==> src/rtl/fixed_math_pkg.sv <==
// Shared fixed-point math types and constants: divider state encoding and
// signed saturation limits for an arbitrary result width.
package fixed_math_pkg;

   typedef enum logic [1:0] {IDLE, DIVIDE, FIX, DONE} fdiv_state_t;

   localparam int unsigned SAT_W = 128;

   // Largest positive two's-complement value of the given width, zero-extended to SAT_W.
   function automatic logic [SAT_W-1:0] sat_max(input int unsigned width);
      logic [SAT_W-1:0] v;
      v = '0;
      for (int unsigned i = 0; i < width - 1; i++) v[i] = 1'b1;
      return v;
   endfunction

   // Most negative two's-complement value of the given width, zero-extended to SAT_W.
   function automatic logic [SAT_W-1:0] sat_min(input int unsigned width);
      logic [SAT_W-1:0] v;
      v = '0;
      v[width-1] = 1'b1;
      return v;
   endfunction

endpackage

==> src/rtl/fixed_divide_seq_udiv_step.sv <==
// One restoring radix-2 division iteration: shift in a dividend bit and
// conditionally subtract the divisor.
module udiv_step #(
   parameter int unsigned WIDTH = 32
) (
   input  logic [WIDTH-1:0] rem_in,
   input  logic             bit_in,
   input  logic [WIDTH-1:0] divisor,
   output logic [WIDTH-1:0] rem_out,
   output logic             q_bit
);

   logic [WIDTH:0] trial;
   logic [WIDTH:0] diff;

   always_comb begin
      trial = {rem_in, bit_in};
      diff  = trial - {1'b0, divisor};
      q_bit = (trial >= {1'b0, divisor});
      // Remainder stays below the divisor, so the top bit is always discarded safely.
      rem_out = q_bit ? diff[WIDTH-1:0] : trial[WIDTH-1:0];
   end

endmodule

==> src/rtl/fixed_divide_seq.sv <==
// Sequential signed fixed-point divider c = (a << fractional_size) / b, one quotient bit per clock.
// Define FIXED_DIVIDE_ROUND_EN to round half away from zero instead of truncating.
module fixed_divide_seq
   import fixed_math_pkg::*;
#(
   parameter int unsigned fractional_size = 12,
   parameter int unsigned operand_size    = 32
) (
   input  logic                      clk,
   input  logic                      rst,
   input  logic                      in_valid,
   output logic                      in_ready,
   input  logic [operand_size-1:0]   a,
   input  logic [operand_size-1:0]   b,
   output logic                      out_valid,
   input  logic                      out_ready,
   output logic [2*operand_size-1:0] c,
   output logic                      div_by_zero
);

   localparam int unsigned W     = operand_size + fractional_size;
   localparam int unsigned CW    = 2 * operand_size;
   localparam int unsigned CNT_W = $clog2(W);

   localparam logic [1:0] ST_IDLE   = IDLE;
   localparam logic [1:0] ST_DIVIDE = DIVIDE;
   localparam logic [1:0] ST_FIX    = FIX;
   localparam logic [1:0] ST_DONE   = DONE;

   localparam logic [CNT_W-1:0] CNT_LAST     = CNT_W'(W - 1);
   localparam logic [SAT_W-1:0] SAT_MAX_FULL = sat_max(CW);
   localparam logic [SAT_W-1:0] SAT_MIN_FULL = sat_min(CW);
   localparam logic [CW-1:0]    SAT_MAX      = SAT_MAX_FULL[CW-1:0];
   localparam logic [CW-1:0]    SAT_MIN      = SAT_MIN_FULL[CW-1:0];

   logic [1:0]              state;
   logic                    sign;
   logic                    a_neg;
   logic                    dbz;
   logic [operand_size-1:0] mag_b;
   logic [operand_size-1:0] rem;
   logic [W-1:0]            dividend;
   logic [W-1:0]            quot;
   logic [CNT_W-1:0]        count;

   logic [operand_size-1:0] mag_a_in;
   logic [operand_size-1:0] mag_b_in;
   logic [operand_size-1:0] step_rem;
   logic                    step_q;
   logic [CW-1:0]           mag_q;
   logic [CW-1:0]           fix_val;

   // -2^(N-1) negates to itself, which reads correctly as the unsigned magnitude 2^(N-1).
   assign mag_a_in = a[operand_size-1] ? -a : a;
   assign mag_b_in = b[operand_size-1] ? -b : b;

   assign in_ready  = (state == ST_IDLE);
   assign out_valid = (state == ST_DONE);

   udiv_step #(.WIDTH(operand_size)) u_step (
      .rem_in  (rem),
      .bit_in  (dividend[W-1]),
      .divisor (mag_b),
      .rem_out (step_rem),
      .q_bit   (step_q)
   );

   always_comb begin
      mag_q = CW'(quot);
`ifdef FIXED_DIVIDE_ROUND_EN
      if ({rem, 1'b0} >= {1'b0, mag_b}) mag_q = mag_q + CW'(1);
`endif
      fix_val = sign ? -mag_q : mag_q;
   end

   always_ff @(posedge clk) begin
      if (rst) begin
         state       <= ST_IDLE;
         sign        <= 1'b0;
         a_neg       <= 1'b0;
         dbz         <= 1'b0;
         mag_b       <= '0;
         rem         <= '0;
         dividend    <= '0;
         quot        <= '0;
         count       <= '0;
         c           <= '0;
         div_by_zero <= 1'b0;
      end else begin
         case (state)
            ST_IDLE: begin
               if (in_valid) begin
                  sign     <= a[operand_size-1] ^ b[operand_size-1];
                  a_neg    <= a[operand_size-1];
                  mag_b    <= mag_b_in;
                  dividend <= {mag_a_in, {fractional_size{1'b0}}};
                  rem      <= '0;
                  quot     <= '0;
                  count    <= CNT_LAST;
                  dbz      <= (b == '0);
                  state    <= (b == '0) ? ST_FIX : ST_DIVIDE;
               end
            end
            ST_DIVIDE: begin
               rem      <= step_rem;
               dividend <= {dividend[W-2:0], 1'b0};
               quot     <= {quot[W-2:0], step_q};
               count    <= count - 1'b1;
               if (count == '0) state <= ST_FIX;
            end
            ST_FIX: begin
               if (dbz) begin
                  c           <= a_neg ? SAT_MIN : SAT_MAX;
                  div_by_zero <= 1'b1;
               end else begin
                  c           <= fix_val;
                  div_by_zero <= 1'b0;
               end
               state <= ST_DONE;
            end
            ST_DONE: begin
               if (out_ready) state <= ST_IDLE;
            end
            default: state <= ST_IDLE;
         endcase
      end
   end

endmodule

==> config.mk <==
export PLATFORM = sky130hd
export DESIGN_NAME = fixed_divide_seq
export DESIGN_NICKNAME = d
export VERILOG_FILES = /design/src/rtl/fixed_math_pkg.sv /design/src/rtl/fixed_divide_seq_udiv_step.sv /design/src/rtl/fixed_divide_seq.sv
export SDC_FILE = /design/constraint.sdc
export NUM_CORES = 1
export LEC_CHECK = 0
export CAP_MARGIN = 20
export CORE_UTILIZATION = 59
export CTS_BUF_LIST = sky130_fd_sc_hd__clkbuf_8
export DETAILED_ROUTE_END_ITERATION = 8
export HOLD_SLACK_MARGIN = 0.02
export PLACE_DENSITY = 0.83
export SLEW_MARGIN = 20
export SYNTH_ARGS = -nofsm -noshare
export SYNTH_HDL_FRONTEND = slang
export SYNTH_SLANG_ARGS = --single-unit
==> constraint.sdc <==
create_clock -name clk -period 3.5 [get_ports clk]
set_input_delay 0.525 -clock clk [delete_from_list [all_inputs] [get_ports clk]]
set_output_delay 0.525 -clock clk [all_outputs]
set_load 0.02 [all_outputs]
* Word-level counts from Yosys, hierarchy flattened *
Cells that the tools add are included.

operators by class
  eq/ne operators = 6
  $add $sub $neg = 5
  magnitude comparators = 1
  bitwise operators = 1
  mux-type cells = 20
  reductions and logical operators = 7

operators by type and width
  kind                   count
  $mux W64               3
  $pmux W44 S2           2
  $mux W32               4
  $mux W44               2
  $neg A32 Y32           2
  $neg A44 Y64           1
  $pmux W32 S2           1
  $ge A33 B32 Y1         1
  $logic_not A32 Y1      1
  $sub A32 B32 Y32       1
  $pmux W6 S2            1
  $mux W2                4
  $pmux W2 S4            1
  $logic_not A6 Y1       1
  $mux W6                1
  $sub A6 B1 Y6 const B  1
  $eq A2 B2 Y1 const B   2
  $ne A2 B2 Y1 const B   2
  $reduce_and A2 Y1      2
  $reduce_and A3 Y1      1
  $eq A2 B1 Y1 const B   1
  $logic_not A2 Y1       1
  $ne A2 B1 Y1 const B   1
  $reduce_bool A2 Y1     1
  2 further kinds        2

word-level totals
  input bits = 68
  bits in registers = 228
  logic and storage cells = 51
  output and inout bits = 67

* Depth between registers and ports, before layout *
Gate-level depths: netlist (run 1).

  depth in word-level cells = 4
  gate-level depth with buffers = 12
  depth with buffers taken out = 11

* Hierarchy *
A second synthesis (run 1) with hierarchy kept.

second synthesis, totals
  cells, all modules = 1566
  area total of the unflattened synthesis = 12508.2 µm²

by module, submodules not included
  module            seq. area each (µm²)  cells each  instances  area each (µm²)
  fixed_divide_seq  4324.1                1243        1          10177.3
  udiv_step         0.0                   323         1          2331.0

* Worst setup path after synthesis (run 1) *
Ideal clock, no wire load.

  kind = input to register
  start point = in a[14]
  end point = reg dividend[41]
  setup time = 0.074 ns
  cell stages on the path = 8
  buffers on the path = 0
  slack = 0.646 ns
  arrival time = 2.780 ns
  required time = 3.426 ns
  cell sequence = or3_1 or4_1 or3_1 or4_4 o41ai_2 xnor2_1 nand2_1 a31oi_1

on the way
  word-level cells in the longest chain between the ends = 4

ends and longest elaborated chain
  item                  RTL line                 RTL
  from (decl)           fixed_divide_seq.sv:13   input logic [operand_size-1:0] a,
  $neg A32 Y32          fixed_divide_seq.sv:54   assign mag_a_in = a[operand_size-1] ? -a : a;
  $mux W32              fixed_divide_seq.sv:54
  $mux W44              fixed_divide_seq.sv:92   if (in_valid) begin
  $pmux W44 S2          fixed_divide_seq.sv:90   case (state)
  to (signal assigned)  fixed_divide_seq.sv:96   dividend <= {mag_a_in, {fractional_size{1'b0}}};
  to (signal assigned)  fixed_divide_seq.sv:106  dividend <= {dividend[W-2:0], 1'b0};
  to (decl)             fixed_divide_seq.sv:42   logic [W-1:0] dividend;

No other way between the ends. The select of a mux whose other input is x is not followed.
A chain may end at the register's enable or synchronous reset.

* Final worst setup path (run 1) *
  start point = reg mag_b[30]
  end point = reg rem[26]

on the way
  word-level cells in the longest chain between the ends = 3

ends and longest elaborated chain
  item                    RTL line                          RTL
  from (decl)             fixed_divide_seq.sv:40            logic [operand_size-1:0] mag_b;
  from (signal assigned)  fixed_divide_seq.sv:95            mag_b <= mag_b_in;
  $ge A33 B32 Y1          fixed_divide_seq_udiv_step.sv:19  q_bit = (trial >= {1'b0, divisor});
  $mux W32                fixed_divide_seq_udiv_step.sv:21  rem_out = q_bit ? diff[WIDTH-1:0] : trial[WIDTH-1:0];
  $pmux W32 S2            fixed_divide_seq.sv:90
  to (signal assigned)    fixed_divide_seq.sv:105           rem <= step_rem;
  to (decl)               fixed_divide_seq.sv:41            logic [operand_size-1:0] rem;

No other way between the ends.

==> impl_metrics.json, run 1 <==
{
  "status": "finished clean",
  "worst_setup_path_end_kind": "flip-flop",
  "drv_slew": 0,
  "power_density_nw_per_um2": 579,
  "skew_ns": 0.0199,
  "antenna_found_initial": 1,
  "grt_remaining_overflow": 0,
  "hold_start": "c[42]",
  "hold_class": "reg -> reg",
  "yosysWarningCount": 0,
  "drt_iter0_markers": 806,
  "critPathLaunchType": "flip-flop",
  "place_hpwl_microns": 21800,
  "avgSynthCellArea_sq_um": 7.83,
  "reg2reg_slack_ns": 0.46,
  "layout.cells.non_filler": 1936,
  "n_antenna_cell": 0,
  "synthMuxAreaShare_pct": 0.760,
  "grt_first_pass_wirelength_microns": 49600,
  "worstSetupPathType": "reg -> reg",
  "grtUsageTotal_pct": 29.1,
  "synth_edf_count": 0,
  "cts_tree": "built",
  "wl_microns": 30800,
  "drt-pass1-iter-count": 5,
  "synth_cell_types": 63,
  "viasPerCell": 5.95,
  "hold_buffers": 0,
  "dp.cells": 1870,
  "initial_core_util_pct": 60.9,
  "dieArea_sq_um": 20900,
  "max_slew_margin_pct": 45.5,
  "drv_cap": 0,
  "ys_seq_elements": 216,
  "dieWidth_microns": 145,
  "place_ws_ns": 0.0354,
  "r2r_start": "mag_b[30]",
  "io_buffers": 134,
  "worstSkewPairLatency_ns": 0.52,
  "cpLargestDelayFamily": "compound AO/OA/AOI/OAI gates",
  "slowest_stage": "nand2b_1",
  "cts-root-buf": "clkbuf_8",
  "synth-main-ff-cell": "dfxtp_1",
  "synthesis.area_sq_um": 12000,
  "holdWs_ns": 0.435,
  "vias": 11500,
  "grt_pass1_vias": 10300,
  "final_nets": 1755,
  "clk_pin_slew_worst_paths_ns": 0.06,
  "areaGrowthSynthToFinish_pct": 19.3,
  "cp.required_ns": 3.86,
  "power_leakage_uw": 0.00562,
  "synth_xor_area_share_pct": 9.04,
  "fin_crit_sh_pct": 86.9,
  "core_sq_um": 19700,
  "worstPathCellList": "inv_1, ha_1, a21o_1, a211o_1, a2111oi_0, a22oi_1, nor3_2, nand2b_1, o21ai_0",
  "synth_fa_ha_area_share_pct": 4.44,
  "cts_buffers": 38,
  "crit_buf_inv": 1,
  "max_freq_ghz": 0.329,
  "max_slew.worst_pin.slew_ns": 0.814,
  "r2r_cells": 9,
  "synthSimpleGateAreaFrac_pct": 20.0,
  "layout-drive-gt1-share_pct": 7.00,
  "cts-resized-gates": 0,
  "worst_slack_ns": 0.460,
  "finalSetupTns_ns": 0,
  "wl_per_cell_microns": 15.9,
  "holdPathStages": 2,
  "cp.arrival_ns": 3.40,
  "ant_nets": 0,
  "die_y_microns": 145,
  "worstPathMaxFanout": 17,
  "grt_start_max_net_pins": 71,
  "num_io_pins": 135,
  "h-tree-depth": 2,
  "min_period_ns": 3.04,
  "fin_area_sq_um": 14300,
  "gp_congestion": 0.934,
  "slowest_delay_ns": 0.64,
  "cts.sinks": 216,
  "synth_compound_area_share_pct": 24.9,
  "setup_viol_count_final": 0,
  "drc": 0,
  "synthArstFlopShare_pct": 0,
  "synth_top_family_by_area": "compound AO/OA/AOI/OAI gates",
  "vdd_drop_max_v": 0.000475,
  "rsz0062_at_grt": "false",
  "seq_area_frac_synth_pct": 36.0,
  "hold_viol_final": 0,
  "clockBufferDepth": 3,
  "rows": 51,
  "syn-num-nets": 1645,
  "place_area_sq_um": 13600,
  "r2r-end": "rem[26]",
  "postCtsSetupRepairBufs": 0,
  "synth_cells": 1535,
  "hold_end": "c[42]"
}
==> final cells by class <==
class                           count  area (sq um)
Sequential cell                   216          4320
Clock buffer                       48           661
Inverter                           53           199
Multi-Input combinational cell   1168          7140
Tap cell                          265           332
Fill cell                        1562          5390
Clock inverter                     18          75.1
Timing Repair Buffer              168          1590
==> layer usage <==
| metal | vias to the layer above | routed length (microns) | global-route usage (%) | part of all wire (%) |
|---|---|---|---|---|
| met2 | 378 | 14300 | 47.7 | 46 |
| met4 | 2 | 874 | 9.75 | 2.8 |
| li1 | 5665 | - | - | - |
| met5 | - | 14 | 0 | 0.046 |
| met3 | 65 | 1910 | 5.56 | 6.2 |
| met1 | 5407 | 13700 | 38.4 | 45 |
==> cell usage after synthesis (23+ instances only) <==
library cell / instances / area [sq um]
o21ai_0: 128 / 641
nor3_1: 26 / 130
o211ai_1: 23 / 173
xnor2_1: 56 / 490
clkbuf_1: 88 / 330
xor2_1: 68 / 596
a22oi_1: 46 / 345
nand2_1: 209 / 785
nor2_1: 164 / 616
nand3_1: 23 / 115
dfxtp_1: 216 / 4320
a21oi_1: 101 / 505
ha_1: 41 / 513
inv_1: 51 / 191
a211oi_1: 40 / 300
==> worst max-delay path by stage <==
stage,slack [ns],cells past startpoint,end,start
after global routing,0.23,9,rem[23],mag_b[30]
final,0.46,9,rem[26],mag_b[30]
after CTS,0.50,8,c[57],quot[7]
after floorplan,0.65,8,dividend[41],a[14]
after detailed placement,0.04,9,dividend[41],a[14]
after global placement,0.11,9,dividend[41],a[14]
==> layout by cell type, fill, tap and decap left out, types with 25 or more instances in the layout <==
cell type and instances:
clkbuf_8 48, a21oi_1 101, nor2_1 162, a22oi_1 46, a211oi_1 40, buf_4 35, ha_1 39, o21ai_0 128
inv_1 65, nor3_1 25, clkdlybuf4s50_1 133, xor2_1 68, xnor2_1 56, nand2_1 209, dfxtp_1 216
==> worst min-delay path: cells and delay by family (launching register included) <==
family | cells | cell delay, ns
and+or+nand+nor | 2 | 0.09
DFF | 1 | 0.31
==> logic make-up (layout without fill, tap and decap cells) <==
family	after synthesis	count (layout)
and+or+nand+nor	530	530
AOI/OAI and AO/OA	463	463
DFF	216	216
buffers and inverters	151	287
xor gates and xnor gates	124	124
adders and majority gates	42	42
muxes	9	9
==> where the power goes <==
group          internal [uW]  switching (uW)  total (uW)
combinational           1090            1980        3070
sequential              2790             199        2990
clock                   1230            1020        2240
==> registers in the layout (all words and copies together) (netlist names) <==
register / flops
sign: 1
quot: 44
mag_b: 32
count: 6
div_by_zero: 1
a_neg: 1
dbz: 1
rem: 32
dividend: 32
c: 64
state: 2
==> through the flow <==
stage | total power, uW | utilization, %
after floorplan | 5160 | -
after global placement | 5960 | 68.9
after detailed placement | 6050 | 68.9
after CTS | 8290 | 72.7
after global routing | 8780 | 72.7
final | 8300 | 72.7
No activity file was read; power rests on OpenSTA's default activity.
==> run 2: changes to the inputs <==
ABC_AREA = 1   (was default)
CORE_UTILIZATION = 60   (was 59)
GPL_TIMING_DRIVEN = 0   (was default)
==> run 2 against run 1 <==
  * Clock skew rose by 0.0075 ns
  * Global-route usage rose by 7.4 points
  * Via count rose by 39%
  * Fmax rose by 8.2%
  * Power rose by 15%
  * Clock power rose by 8.9%
  * Sequential power fell by 3%
  * Register-to-register slack improved by 0.23 ns
  * Critical path type unchanged
  * Critical endpoint is now rem[30]
==> impl_metrics.json, run 2 <==
{
  "status": "finished clean",
  "drv_slew": 0,
  "synthMuxAreaShare_pct": 0,
  "synthSimpleGateAreaFrac_pct": 37.1,
  "hold_start": "c[60]",
  "cp.arrival_ns": 3.22,
  "hold_viol_final": 0,
  "cts_buffers": 38,
  "grt_first_pass_wirelength_microns": 71300,
  "wl_met2_microns": 20200,
  "cts-root-buf": "clkbuf_8",
  "core_sq_um": 23500,
  "areaGrowthSynthToFinish_pct": 17.5,
  "hold_buffers": 0,
  "crit_buf_inv": 2,
  "finish.utilization_pct": 72.1,
  "p_sw_share_pct": 44.1,
  "num_io_pins": 135,
  "worstSetupPathType": "reg -> reg",
  "worstSkewPairLatency_ns": 0.56,
  "syn-num-nets": 2475,
  "cp.required_ns": 3.91,
  "setup_viol_count_final": 0,
  "final_common_cell": "nand2_1",
  "highest_layer": "met4",
  "synth-main-ff-cell": "dfxtp_1",
  "synthTopCellsByCount": "755 x nand2_1, 278 x inv_1, 245 x a21oi_1",
  "slowest_stage": "ha_1",
  "synth_area_leaders": "dfxtp_1 30%, nand2_1 20%, a21oi_1 8.5%",
  "cts-resized-gates": 0,
  "synth_compound_area_share_pct": 15.2,
  "worst_slack_ns": 0.691,
  "slowest_delay_ns": 0.41,
  "grt_remaining_overflow": 0,
  "reg2reg_slack_ns": 0.69,
  "critical_path.most_common_cell": "nand2_1",
  "ys_seq_elements": 216,
  "die_y_microns": 157,
  "drt_iter0_markers": 1590,
  "yosysWarningCount": 0,
  "intPower_uw": 5320,
  "clk_pin_slew_worst_paths_ns": 0.06,
  "dieArea_sq_um": 24600,
  "power_leakage_uw": 0.00792,
  "worst_setup_path_end_kind": "flip-flop",
  "place_hpwl_microns": 34600,
  "clockPowerShare_pct": 25.6,
  "r2r_start": "mag_b[27]",
  "io_buffers": 133,
  "max_slew.worst_pin.slew_ns": 0.778,
  "antenna_found_initial": 0,
  "postCtsSetupRepairBufs": 0,
  "fin_area_sq_um": 16900,
  "holdPathStages": 2,
  "avgSynthCellArea_sq_um": 6.09,
  "regMostFlops": "c",
  "grtUsageTotal_pct": 36.5,
  "synth_xor_area_share_pct": 3.35,
  "synth_top_family_by_area": "simple AND/OR/NAND/NOR gates",
  "drt-met1-wl_microns": 19500,
  "synth_fa_ha_area_share_pct": 3.70,
  "grt_pass1_vias": 14600,
  "vdd_drop_max_v": 0.000449,
  "vias": 16000,
  "worstPathCellList": "inv_1, ha_1, nand2_2, nor2_2, nand2_1, nor2_1, nand2_1, nor2_4, nor2_2, nand2_2, buf_2, nand3_1, nand2_1, a21oi_1",
  "max_slew_margin_pct": 48.1,
  "synthesis.area_sq_um": 14400,
  "place_ws_ns": 0.678,
  "seqPwrFrac_pct": 30.5,
  "skew_ns": 0.0274,
  "clockBufferDepth": 3,
  "min_period_ns": 2.81,
  "power.switching_uw": 4200,
  "power_density_nw_per_um2": 563,
  "drc": 0,
  "drv_cap": 0,
  "h-tree-depth": 2,
  "synth_top_area_cell": "dfxtp_1",
  "critPathLaunchType": "flip-flop",
  "initial_core_util_pct": 61.3,
  "synthArstFlopShare_pct": 0,
  "hold_class": "reg -> reg",
  "wl_microns": 45200,
  "n_antenna_cell": 0,
  "gp_congestion": 1.07,
  "final_nets": 2648,
  "synth_top_area_share_pct": 30.0,
  "wl_per_cell_microns": 15.7,
  "layout-drive-gt1-share_pct": 5.73,
  "hold_end": "c[60]",
  "max_freq_ghz": 0.356,
  "place_area_sq_um": 16100,
  "cts_tree": "built",
  "dieWidth_microns": 157,
  "seq_area_frac_synth_pct": 30.0,
  "cts.sinks": 216,
  "ant_nets": 0,
  "top_regs": "c: 64 flops, quot: 44 flops",
  "yosysMostFrequentCell": "nand2_1",
  "r2r_cells": 14,
  "finalSetupTns_ns": 0,
  "pwr-share-comb_pct": 43.9,
  "viasPerCell": 5.54,
  "largest_reg_flops": 64,
  "synth_cell_types": 50,
  "rsz0062_at_grt": "false",
  "met3_length_microns": 4500,
  "most-common-layout-cells": "755 x nand2_1, 288 x inv_1, 245 x a21oi_1, 221 x nor2_1, 216 x dfxtp_1",
  "grt_start_max_net_pins": 11,
  "rows": 56,
  "fin_crit_sh_pct": 80.3,
  "synth_cells": 2365,
  "synth_edf_count": 0,
  "r2r-end": "rem[30]",
  "cpLargestDelayFamily": "simple AND/OR/NAND/NOR gates",
  "worstPathMaxFanout": 10,
  "drt-pass1-iter-count": 6
}
## run 2: per-layer routing
layer / up-vias / GRT usage, %
met5: - / 0
met4: 0 / 10.1
met3: 79 / 8.23
met2: 728 / 59.0
met1: 7252 / 48.6
li1: 7904 / -
## run 2: area by class of cell
class | instances | area (sq um)
inverter | 285 | 1070
clock inverter | 20 | 154
clock buffer | 46 | 633
buffer | 98 | 457
fill | 2072 | 6560
sequential | 216 | 4320
tap | 319 | 399
multi-input combinational | 1766 | 8550
timing repair buffer | 133 | 1330
## run 2: logic make-up after synthesis
family	count (synthesis)
xor+xnor	55
flops	216
buf+inv	383
fa+ha+maj	42
compound gates	407
simple gates	1262
## run 2: tightest hold or removal path, delay by kind of cell, from the launching register on
family	cells	cell delay [ns]
simple gates	1	0.06
flops	1	0.31
compound gates	1	0.05
## run 2: how the worst max path moves through the flow
| stage | startpoint | to | slack [ns] | depth (start not counted) |
|---|---|---|---|---|
| after floorplan | b[0] | mag_b[18] | 1.53 | 13 |
| after global placement | in_valid | rem[17] | 0.71 | 8 |
| after detailed placement | in_valid | rem[15] | 0.68 | 8 |
| after CTS | state[1] | rem[15] | 0.85 | 10 |
| after global routing | mag_b[24] | rem[28] | 0.56 | 14 |
| final | mag_b[27] | rem[30] | 0.69 | 14 |
## run 2: power groups by stage
stage / logic (uW) / clock network [uW] / registers [uW]
CTS: 4050 / 2440 / 2900
detailed placement: 4020 / 0 / 2940
global placement: 3940 / 0 / 2930
global route: 4550 / 2540 / 2930
finish: 4180 / 2440 / 2900
floorplan: 2830 / 0 / 2910
## run 2: per-stage QoR
| step | power, uW | hold slack, ns | instances |
|---|---|---|---|
| floorplan | 5740 | 0.441 | 2365 |
| global placement | 6870 | 0.452 | 2817 |
| detailed placement | 6960 | 0.455 | 2817 |
| CTS | 9380 | 0.464 | 2883 |
| global route | 10000 | 0.480 | 2883 |
| finish | 9520 | 0.464 | 2883 |
